### config.mk
export PLATFORM = sky130hd
export DESIGN_NAME = mix_out_unit
export DESIGN_NICKNAME = d
export VERILOG_FILES = /design/src/rtl/mix_pkg.sv /design/src/rtl/mix_word_unpack.sv /design/src/rtl/mix_out_unit.sv
export SDC_FILE = /design/constraint.sdc
export NUM_CORES = 1
export LEC_CHECK = 0
export CAP_MARGIN = 20
export CORE_MARGIN = 4
export CORE_UTILIZATION = 34
export DETAILED_ROUTE_END_ITERATION = 12
export GPL_TIMING_DRIVEN = 0
export PLACE_DENSITY = 0.61
export SETUP_SLACK_MARGIN = 0.2
export SLEW_MARGIN = 0
export SYNTH_ARGS = -nofsm -noshare
export SYNTH_HDL_FRONTEND = slang
export SYNTH_HIERARCHICAL = 1
export SYNTH_SLANG_ARGS = --single-unit
### constraint.sdc
create_clock -name clk -period 3.3 [get_ports clk]
set_clock_uncertainty 0.15 [all_clocks]
set_input_delay 0.66 -clock clk [delete_from_list [all_inputs] [get_ports clk]]
set_output_delay 0.66 -clock clk [all_outputs]
set_load 0.01 [all_outputs]
### src/rtl/mix_pkg.sv
// mix_pkg: MIX word/byte geometry, block sizes and OUT-unit state encoding
package mix_pkg;
   localparam int MIX_WORD_W     = 31;
   localparam int MIX_BYTE_W     = 6;
   localparam int MIX_ADDR_W     = 12;
   localparam int BYTES_PER_WORD = 5;
   localparam int PRINTER_BLOCK  = 24;
   localparam int PUNCH_BLOCK    = 16;
   localparam logic [2:0] ST_IDLE = 3'd0;
   localparam logic [2:0] ST_READ = 3'd1;
   localparam logic [2:0] ST_WAIT = 3'd2;
   localparam logic [2:0] ST_EMIT = 3'd3;
   localparam logic [2:0] ST_FIN  = 3'd4;
endpackage

### src/rtl/mix_word_unpack.sv
// mix_word_unpack: pick character idx of a MIX word, byte 1 (bits 29:24) first; sign never selected
module mix_word_unpack
   import mix_pkg::*;
(
   input  logic [MIX_WORD_W-1:0] word,
   input  logic [2:0]            idx,
   output logic [MIX_BYTE_W-1:0] ch
);
   always_comb
      ch = idx > 3'(BYTES_PER_WORD - 1) ? '0
         : MIX_BYTE_W'(word >> (MIX_BYTE_W * (3'(BYTES_PER_WORD - 1) - idx)));
endmodule

### src/rtl/mix_out_unit.sv
// mix_out_unit: MIX OUT block responder, reads BLOCK_WORDS words and streams their characters
module mix_out_unit
   import mix_pkg::*;
#(
   parameter int BLOCK_WORDS = PRINTER_BLOCK,
   parameter int ADDR_W      = MIX_ADDR_W
) (
   input  logic                  clk,
   input  logic                  reset,
   input  logic                  start,
   input  logic [ADDR_W-1:0]     start_addr,
   output logic                  busy,
   output logic                  done,
   output logic                  mem_rd,
   output logic [ADDR_W-1:0]     mem_addr,
   input  logic [MIX_WORD_W-1:0] mem_data,
   output logic [MIX_BYTE_W-1:0] char_data,
   output logic                  char_valid,
   input  logic                  char_ready
);
   localparam int CW = $clog2(BLOCK_WORDS + 1);
   logic [2:0]            state;
   logic [ADDR_W-1:0]     addr;
   logic [CW-1:0]         cnt;
   logic [2:0]            idx;
   logic [MIX_WORD_W-1:0] word;
   logic [MIX_BYTE_W-1:0] ch;
   logic                  last_byte, last_word;
   mix_word_unpack u_unpack (.word(word), .idx(idx), .ch(ch));
   assign last_byte  = idx == 3'(BYTES_PER_WORD - 1);
   assign last_word  = cnt == CW'(BLOCK_WORDS - 1);
   assign busy       = state != ST_IDLE;
   assign done       = state == ST_FIN;
   assign mem_rd     = state == ST_READ;
   assign char_valid = state == ST_EMIT;
   assign char_data  = char_valid ? ch : '0;
   // addr only advances toward another READ, so mem_addr keeps the last word read
   assign mem_addr   = addr;
   always_ff @(posedge clk)
      if (reset) begin
         state <= ST_IDLE;
         addr  <= '0;
         cnt   <= '0;
         idx   <= '0;
         word  <= '0;
      end else
         case (state)
            ST_IDLE:
               if (start) begin
                  addr  <= start_addr;
                  cnt   <= '0;
                  state <= ST_READ;
               end
            ST_READ: state <= ST_WAIT;
            ST_WAIT: begin
               word  <= mem_data;
               idx   <= '0;
               state <= ST_EMIT;
            end
            ST_EMIT:
               if (char_ready) begin
                  if (last_byte) begin
                     cnt <= cnt + 1'b1;
                     if (last_word) state <= ST_FIN;
                     else begin
                        addr  <= addr + 1'b1;
                        state <= ST_READ;
                     end
                  end else idx <= idx + 3'd1;
               end
            default: state <= ST_IDLE;
         endcase
endmodule

Yosys cells after proc, flatten, opt, wreduce, memory -nomap -nowiden
Cells that the tools add are included.
{"block": "word_totals", "word_cells": 50, "output_inout_bits": 22, "input_bits": 47, "ff_bits": 54}
{"block": "op_classes", "n_mux": 19, "reduce_logical": 8, "shift": 1, "mul": 1, "n_eq_ne": 11, "addsub": 4, "n_lt_le_gt_ge": 1}
{"cell": "two-way mux 12 bit", "n": 4}
{"cell": "multiplier 2 x 32 -> 31 bit, first input constant", "n": 1}
{"cell": "right shift 31 x 32 -> 6 bit", "n": 1}
{"cell": "case mux 12 bit (2 select lines)", "n": 1}
{"cell": "two-way mux 3 bit", "n": 6}
{"cell": "two-way mux 5 bit", "n": 3}
{"cell": "adder 12 x 1 -> 12 bit, second input constant", "n": 1}
{"cell": "two-way mux 6 bit", "n": 2}
{"cell": "case mux 3 bit (4 select lines)", "n": 1}
{"cell": "case mux 5 bit (2 select lines)", "n": 1}
{"cell": "== test 3 x 2 -> 1 bit, second input constant", "n": 2}
{"cell": "== test 3 bit, second input constant", "n": 2}
{"cell": "inequality test 2 bit, second input constant", "n": 3}
{"cell": "case mux 3 bit (2 select lines)", "n": 1}
{"cell": "AND reduction 3 bit", "n": 2}
{"cell": "adder 5 x 1 -> 5 bit, second input constant", "n": 1}
{"cell": "== test 5 bit, second input constant", "n": 1}
{"cell": "AND reduction 5 bit", "n": 1}
{"cell": "inequality test 2 x 1 -> 1 bit, second input constant", "n": 2}
{"cell": "AND reduction 4 bit", "n": 1}
{"cell": "nonzero test 2 bit", "n": 2}
{"cell": "subtractor 3 x 3 -> 4 bit, first input constant", "n": 1}
{"cell": "adder 3 x 1 -> 3 bit, second input constant", "n": 1}
{"cell": "== test 3 x 1 -> 1 bit, second input constant", "n": 1}
{"cell": "3 further kinds", "n": 3}

Depth between registers and ports, before layout
Gate-level depths: netlist of run 1.
{"block": "depth", "word_depth": 5, "mapped_depth": 14, "depth_no_buf": 12}

By module
The synthesis of run 1 kept the hierarchy.
{"module": "mix_out_unit", "cells_per_inst": 320, "seq_area_each_um2": 1081.0, "area_each_um2": 2523.7, "instances": 1}
{"module": "mix_word_unpack", "cells_per_inst": 123, "seq_area_each_um2": 0.0, "area_each_um2": 863.3, "instances": 1}

Worst setup path before layout of run 1
No wires, ideal clock.
{"block": "synth_timing", "kind": "register to output", "from": "reg idx[0]", "to": "out char_data[0]", "arrival_time_ns": 2.773, "setup_slack_ns": -0.283, "path_stages_with_launch": 14, "n_path_buf": 2, "required_time_ns": 2.490, "cell_sequence": "dfxtp_1 > buf_6 > clkbuf_1 > inv_1 > ha_1 > inv_1 > ha_1 > inv_1 > ha_1 > a21oi_2 > xnor2_2 > or4b_1 > a21oi_1 > and2_1"}
{"block": "synth_between", "elab_chain_cells": 5, "word_cells_on_any_way": 6, "cone_classes": "add/sub: 1; mul: 1; order compare: 1; shift: 1; mux: 2"}
{"item": "from (decl)", "line_no": "mix_out_unit.sv:25", "rtl": "logic [2:0] idx;"}
{"item": "from (signal assigned)", "line_no": "mix_out_unit.sv:69", "rtl": "end else idx <= idx + 3'd1;"}
{"item": "subtractor 3 x 3 -> 4 bit", "line_no": "mix_word_unpack.sv:11", "rtl": ": MIX_BYTE_W'(word >> (MIX_BYTE_W * (3'(BYTES_PER_WORD - 1) - idx)));"}
{"item": "multiplier 2 x 32 -> 31 bit", "line_no": "mix_word_unpack.sv:11"}
{"item": "right shift 31 x 32 -> 6 bit", "line_no": "mix_word_unpack.sv:11"}
{"item": "two-way mux 6 bit (*)", "line_no": "mix_word_unpack.sv:10", "rtl": "ch = idx > 3'(BYTES_PER_WORD - 1) ? '0"}
{"item": "net ch[0]", "line_no": "mix_out_unit.sv:27", "rtl": "logic [MIX_BYTE_W-1:0] ch;"}
{"item": "two-way mux 6 bit (*)", "line_no": "mix_out_unit.sv:36", "rtl": "assign char_data = char_valid ? ch : '0;"}
{"item": "to (decl)", "line_no": "mix_out_unit.sv:17", "rtl": "output logic [MIX_BYTE_W-1:0] char_data,"}
The timed path passes the listed nets; every way through them passes the cells marked *.

Final worst setup path of run 1
{"block": "layout_timing", "from": "reg idx[0]", "to": "out char_data[4]"}
The elaborated chain is that of the path after synthesis.

==> out/results.tsv, run 1 <==
stage	metric	value	unit
worst_setup_path	ff2ff_setup_slack	1100	ps
worst_setup_path	slowest_stage	dfxtp_4	
worst_setup_path	crit_path_cell_trace	buf_6 -> clkbuf_16 -> clkinv_8 -> ha_4 -> inv_2 -> ha_4 -> inv_4 -> ha_4 -> a21oi_4 -> buf_12 -> xnor2_4 -> buf_6 -> nand2_2 -> and3_4 -> a2111oi_4 -> and2_1 -> buf_2	
route	final_antenna_net_count	0	
route	num_vias	3715	
sta	fin_crit_sh	1.13	
run	cap_violations	0	
worst_setup_path	max_stage_delay	360	ps
floorplanning	rows	36	
cts	htree_levels	2	
cts	cts_made_buffers	5	
worst_setup_path	arrival	2940	ps
worst_setup_path	critical_path_class	flop to output pin	
worst_setup_path	crit_fanout	5	
floorplanning	initial_core_util	0.348	
outcome	violations	setup timing	
cts	root_buffer	clkbuf_8	
placed_design	placed_area	4260	um2
yosys	async_flop_share	0	
yosys	netlist_instances	443	
cts	cts.clk_slew.worst_paths	90	ps
sta	worstMarginPinSlew	645	ps
route	wl_per_cell	17.2	um
worst_setup_path	reg2reg_depth	8	
floorplanning	io-pin-count	69	
pwr	ir_drop	0.200	mV
yosys	synth_edf_count	0	
layout	design_area	4720	um2
global_route	grt_max_degree	17	
floorplanning	die-area	11600	um2
yosys	ys_seq_elements	54	
floorplanning	core	9730	um2
worst_setup_path	cp_common_cell	ha_4	
cts	worstSkewPairLatency	310	ps
placed_design	gp_congestion	0.883	
global_route	antenna_found_initial	0	
route	drc_errors	0	
layout	n_antenna_cell	0	
yosys	syn_area	3390	um2
layout	syn_to_final_growth	39.5	%
route	viasPerCell	5.57	
yosys	synth_cell_type_count	66	
route	drt_iter0_drc	182	
global_route	grt-ovfl-total	0	
floorplanning	dieHeight	108	um
yosys	dominantRegCellSynth	dfxtp_1	
sta	finalSetupViolCount	6	
sta	fin_ws	-445	ps
global_route	grt_pass1_vias	3610	
sta	slew_headroom	0.570	
global_route	track_usage	0.192	
cts	cts_buffer_depth	2	
pwr	p_per_area	360	nW/um2
floorplanning	fp.dieW	108	um
yosys	synth_nets	499	
sta	slew_violations	0	
sta	rsz0062_at_grt	yes	
hold_path	holdPathStages	2	
yosys	synth_top_area_frac	0.319	
outcome	outcome	complete, but fails checks	
pwr	p_leak	1.66	nW
sta	period_needed	3750	ps
yosys	synth.area.top_cells	dfxtp_1, nand2_1, a21oi_1	
cts	clock-sinks	54	
worst_setup_path	cp-start-kind	flop	
sta	clock.fmax	267	MHz
sta	hold_viol_final	0	
route	wl	11500	um
placed_design	numPortBuffers	67	
cts	cts_tree	built	
layout	drive_gt1_frac	0.184	
sta	fin_tns_setup	-2130	ps
layout	fin_nets	589	
yosys	yosys_warnings	6	
worst_setup_path	worstPathRequired	2490	ps
yosys	ys_seq_area_frac	0.319	
worst_setup_path	end_kind	output pin	
placed_design	hpwl	7900	um
hold_path	min_path_type	flop to flop	
yosys	yosys.area.top_type	dfxtp_1	
yosys	syn_avg_cell_area	7.65	um2
global_route	grt_pass1_wl	17900	um
route	dr.pass1.iters	5	
-- cells by family after synthesis --
kind of cell    count (synthesis)  share of synthesized area
xor+xnor                        3                     0.0122
buf+inv                        47                     0.0646
simple gates                  181                      0.255
fa+ha+maj                       9                     0.0332
flops                          54                      0.319
mux                            19                     0.0643
compound gates                130                      0.252
-- through the flow --
stage	cells	power (mW)	worst slack [ps]	hold slack [ps]	utilization
floorplan	443	1.01	-4.45	283	-
global placement	643	1.19	-987	300	0.438
detailed placement	643	1.19	-965	302	0.438
CTS	665	1.69	-438	316	0.478
global route	667	1.80	-563	355	0.486
finish	667	1.70	-445	312	0.486
-- registers in the layout, indices dropped and copies added, names as in the netlist --
| name | cells |
|---|---|
| mem_addr | 12 |
| word | 31 |
| state | 3 |
| cnt | 5 |
| idx | 3 |
-- cell type report --
class                   count  area, um2
plain buffers              33        203
clock buffers               6       72.6
clock inverters             2       37.5
fillers                   990       5000
inverters                  14       70.1
multi-input cells         342       2280
flip-flops and latches     54       1090
well taps                 133        166
repair buffers             83        802
-- synth_stat cells, types with 3 or more instances --
master,instances
o22ai_1,4
clkbuf_1,14
nand4_1,6
o311ai_0,3
nand3_1,12
buf_2,13
and2_1,8
buf_4,3
a221oi_1,3
o21ai_0,14
a31oi_1,6
o31ai_1,3
nor2_1,17
nor3_1,12
a21boi_0,3
inv_1,12
a311oi_1,5
nand2_1,95
a211oi_1,8
dfxtp_1,54
mux2i_1,15
and3_1,5
or3_1,5
nand2b_1,3
ha_1,9
a21oi_1,54
nor2b_1,3
-- power breakdown --
group | switching, mW | total (mW) | internal (mW)
registers | 0.0570 | 0.755 | 0.697
logic | 0.247 | 0.494 | 0.247
clock network | 0.225 | 0.452 | 0.227
-- path summary, 6_finish.rpt --
check                           startpoint           end
worst max-delay path                idx[0]  char_data[4]
worst min-delay path              word[15]      word[15]
worst max register to register      idx[0]   mem_addr[8]
worst min register to register    word[15]      word[15]
-- critical path, delay by kind of cell (launching register included) --
kind,cells,cell delay (ps)
buffers and inverters,8,770
flip-flops,1,360
XOR/XNOR,1,250
AND/OR/NAND/NOR,3,370
adder cells (fa/ha/maj),3,640
AO/OA/AOI/OAI,2,220
-- cell usage in the layout, fill, tap and decap left out, types with 14 or more instances in the layout --
master           instances
clkdlybuf4s50_1         61
buf_2                   15
o21ai_0                 14
buf_4                   15
nand2_1                 94
nor2_1                  15
a21oi_1                 52
dfxtp_1                 51
mux2i_1                 15
-- routing by layer --
metal | track usage | vias up | wire length [um]
met5 | 0 | - | 0
met4 | 0.0730 | 0 | 316
met3 | 0.0408 | 33 | 753
met2 | 0.332 | 154 | 5670
met1 | 0.231 | 1744 | 4730
li1 | - | 1784 | -
-- what timing repair did --
item                       4_1_cts  5_1_grt
setup buffers                   14        2
gates resized for setup         66       18
pin swaps                       13        5
gates cloned                     0        0
hold buffers                     0        0
setup endpoints to repair        6        6
Note: power is estimated with default switching activity, not from simulation.
==> run 2: changes to the inputs <==
ABC_CLOCK_PERIOD_IN_PS = 3300   (was default)
CELL_PAD_IN_SITES_DETAIL_PLACEMENT = 1   (was default)
CELL_PAD_IN_SITES_GLOBAL_PLACEMENT = 1   (was default)
PLACE_DENSITY = 0.79   (was 0.61)
==> run 2 against run 1 <==
  * The flow still finishes with violations (setup timing)
  * Sequential share of layout area grew 0.13 points
  * Via count grew 0.13%
  * Clock power shrank 11%
  * Sequential cell count is the same
  * Power shrank 2.5%
==> out/results.tsv, run 2 (same netlist as run 1, synthesis figures left out) <==
stage	metric	value	unit
worst_setup_path	cp-start-kind	flop	
layout	largest_reg_flops	31	
floorplanning	initial_core_util	0.348	
outcome	violations	setup timing	
sta	worstMarginPinSlew	710	ps
floorplanning	core	9730	um2
pwr	p_per_area	353	nW/um2
floorplanning	rows	36	
cts	htree_levels	2	
run	cap_violations	0	
cts	worstSkewPairLatency	320	ps
sta	period_needed	3900	ps
cts	cts_made_buffers	5	
sta	slew_headroom	0.526	
layout	design_area	4700	um2
placed_design	hpwl	8940	um
worst_setup_path	crit_fanout	4	
placed_design	placed_area	4260	um2
worst_setup_path	worstPathRequired	2490	ps
layout	drive_gt1_frac	0.177	
layout	multi_input_area	2290	um2
floorplanning	fp.dieW	108	um
route	drt_iter0_drc	177	
global_route	grt_pass1_wl	20400	um
sta	fin_crit_sh	1.18	
route	wl_per_cell	19.1	um
sta	hold_viol_final	0	
sta	fin_ws	-602	ps
sta	rsz0062_at_grt	yes	
floorplanning	io-pin-count	69	
placed_design	gp_congestion	0.940	
layout	layout_common_cells	nand2_1, clkdlybuf4s50_1, a21oi_1	
placed_design	numPortBuffers	67	
route	wl	12700	um
route	final_antenna_net_count	0	
cts	clock-sinks	54	
global_route	grt-ovfl-total	0	
global_route	antenna_found_initial	0	
cts	cts_tree	built	
global_route	track_usage	0.221	
layout	ff_latch_area	1090	um2
sta	clock.fmax	256	MHz
pwr	ir_drop	0.181	mV
layout	fillerInstances	1220	
pwr	p_leak	1.65	nW
global_route	grt_pass1_vias	3932	
layout	n_antenna_cell	0	
floorplanning	dieHeight	108	um
layout	top_register	word	
floorplanning	die-area	11600	um2
sta	finalSetupViolCount	6	
cts	root_buffer	clkbuf_8	
hold_path	min_path_type	flop to flop	
worst_setup_path	end_kind	output pin	
layout	fin_nets	587	
route	num_vias	3720	
pwr	total_power	1.66	mW
route	viasPerCell	5.59	
route	drc_errors	0	
route	dr.pass1.iters	4	
layout	syn_to_final_growth	38.7	%
worst_setup_path	critical_path_class	flop to output pin	
global_route	grt_max_degree	17	
outcome	outcome	complete, but fails checks	
layout	final_common_cell	nand2_1	
worst_setup_path	arrival	3090	ps
sta	slew_violations	0	
cts	cts_buffer_depth	2	
cts	cts.clk_slew.worst_paths	100	ps
-- run 2: final cells by class --
type / instances / share of cell area
clock buffer: 6 / 0.0176
multi-input combinational: 343 / 0.488
clock inverter: 2 / 0.00266
buffer: 33 / 0.0442
timing repair buffer: 80 / 0.165
sequential: 54 / 0.232
tap: 133 / 0.0354
inverter: 14 / 0.0149
-- run 2: timing repair --
| item | in CTS | in global routing |
|---|---|---|
| cloned | 1 | 0 |
| hold buffers | 0 | 0 |
| pin swaps | 10 | 13 |
| endpoints found under the setup margin | 6 | 6 |
| buffers inserted | 11 | 2 |
| resized for setup | 59 | 22 |
-- run 2: final timing paths --
| path | cells after the start | slack, ps | endpoint | from |
|---|---|---|---|---|
| max | 16 | -600 | char_data[0] | idx[0] |
| min | 2 | 330 | word[3] | word[3] |
| max reg2reg | 8 | 1020 | mem_addr[8] | idx[0] |
| min reg2reg | 2 | 330 | word[3] | word[3] |
-- run 2: report_power, final --
| group | internal (mW) | total, mW | switching (mW) |
|---|---|---|---|
| Clock | 0.169 | 0.404 | 0.234 |
| Sequential | 0.698 | 0.755 | 0.0572 |
| Combinational | 0.242 | 0.499 | 0.257 |
-- run 2: metal layers --
| metal | vias to the layer above | global-route usage | part of all wire |
|---|---|---|---|
| met5 | - | 0 | 0 |
| met4 | 0 | 0.0730 | 0.022 |
| met3 | 22 | 0.0330 | 0.044 |
| met2 | 103 | 0.373 | 0.48 |
| met1 | 1816 | 0.288 | 0.45 |
| li1 | 1779 | - | - |
-- run 2: worst max-delay path, stage by stage (launching register included) --
cell	delay (ps)
dfxtp_4	360
buf_6	120
clkbuf_16	140
clkinv_8	40
ha_4	120
inv_2	40
ha_4	260
inv_4	40
ha_4	260
a21oi_4	50
buf_12	140
xnor2_4	170
buf_6	140
or4b_4	480
a21oi_2	150
and2_4	150
buf_6	90
-- run 2: through the flow --
stage          utilization  cells  TNS, ps  hold WS, ps  setup WS, ps
2_1_floorplan            -    443    -4.45          283         -4.45
3_3_place_gp         0.438    643    -5650          302         -1060
3_5_place_dp         0.438    643    -5880          305         -1100
4_1_cts              0.474    663    -2810          320          -591
5_1_grt              0.483    665    -3650          349          -705
6_report             0.483    665    -3050          327          -602
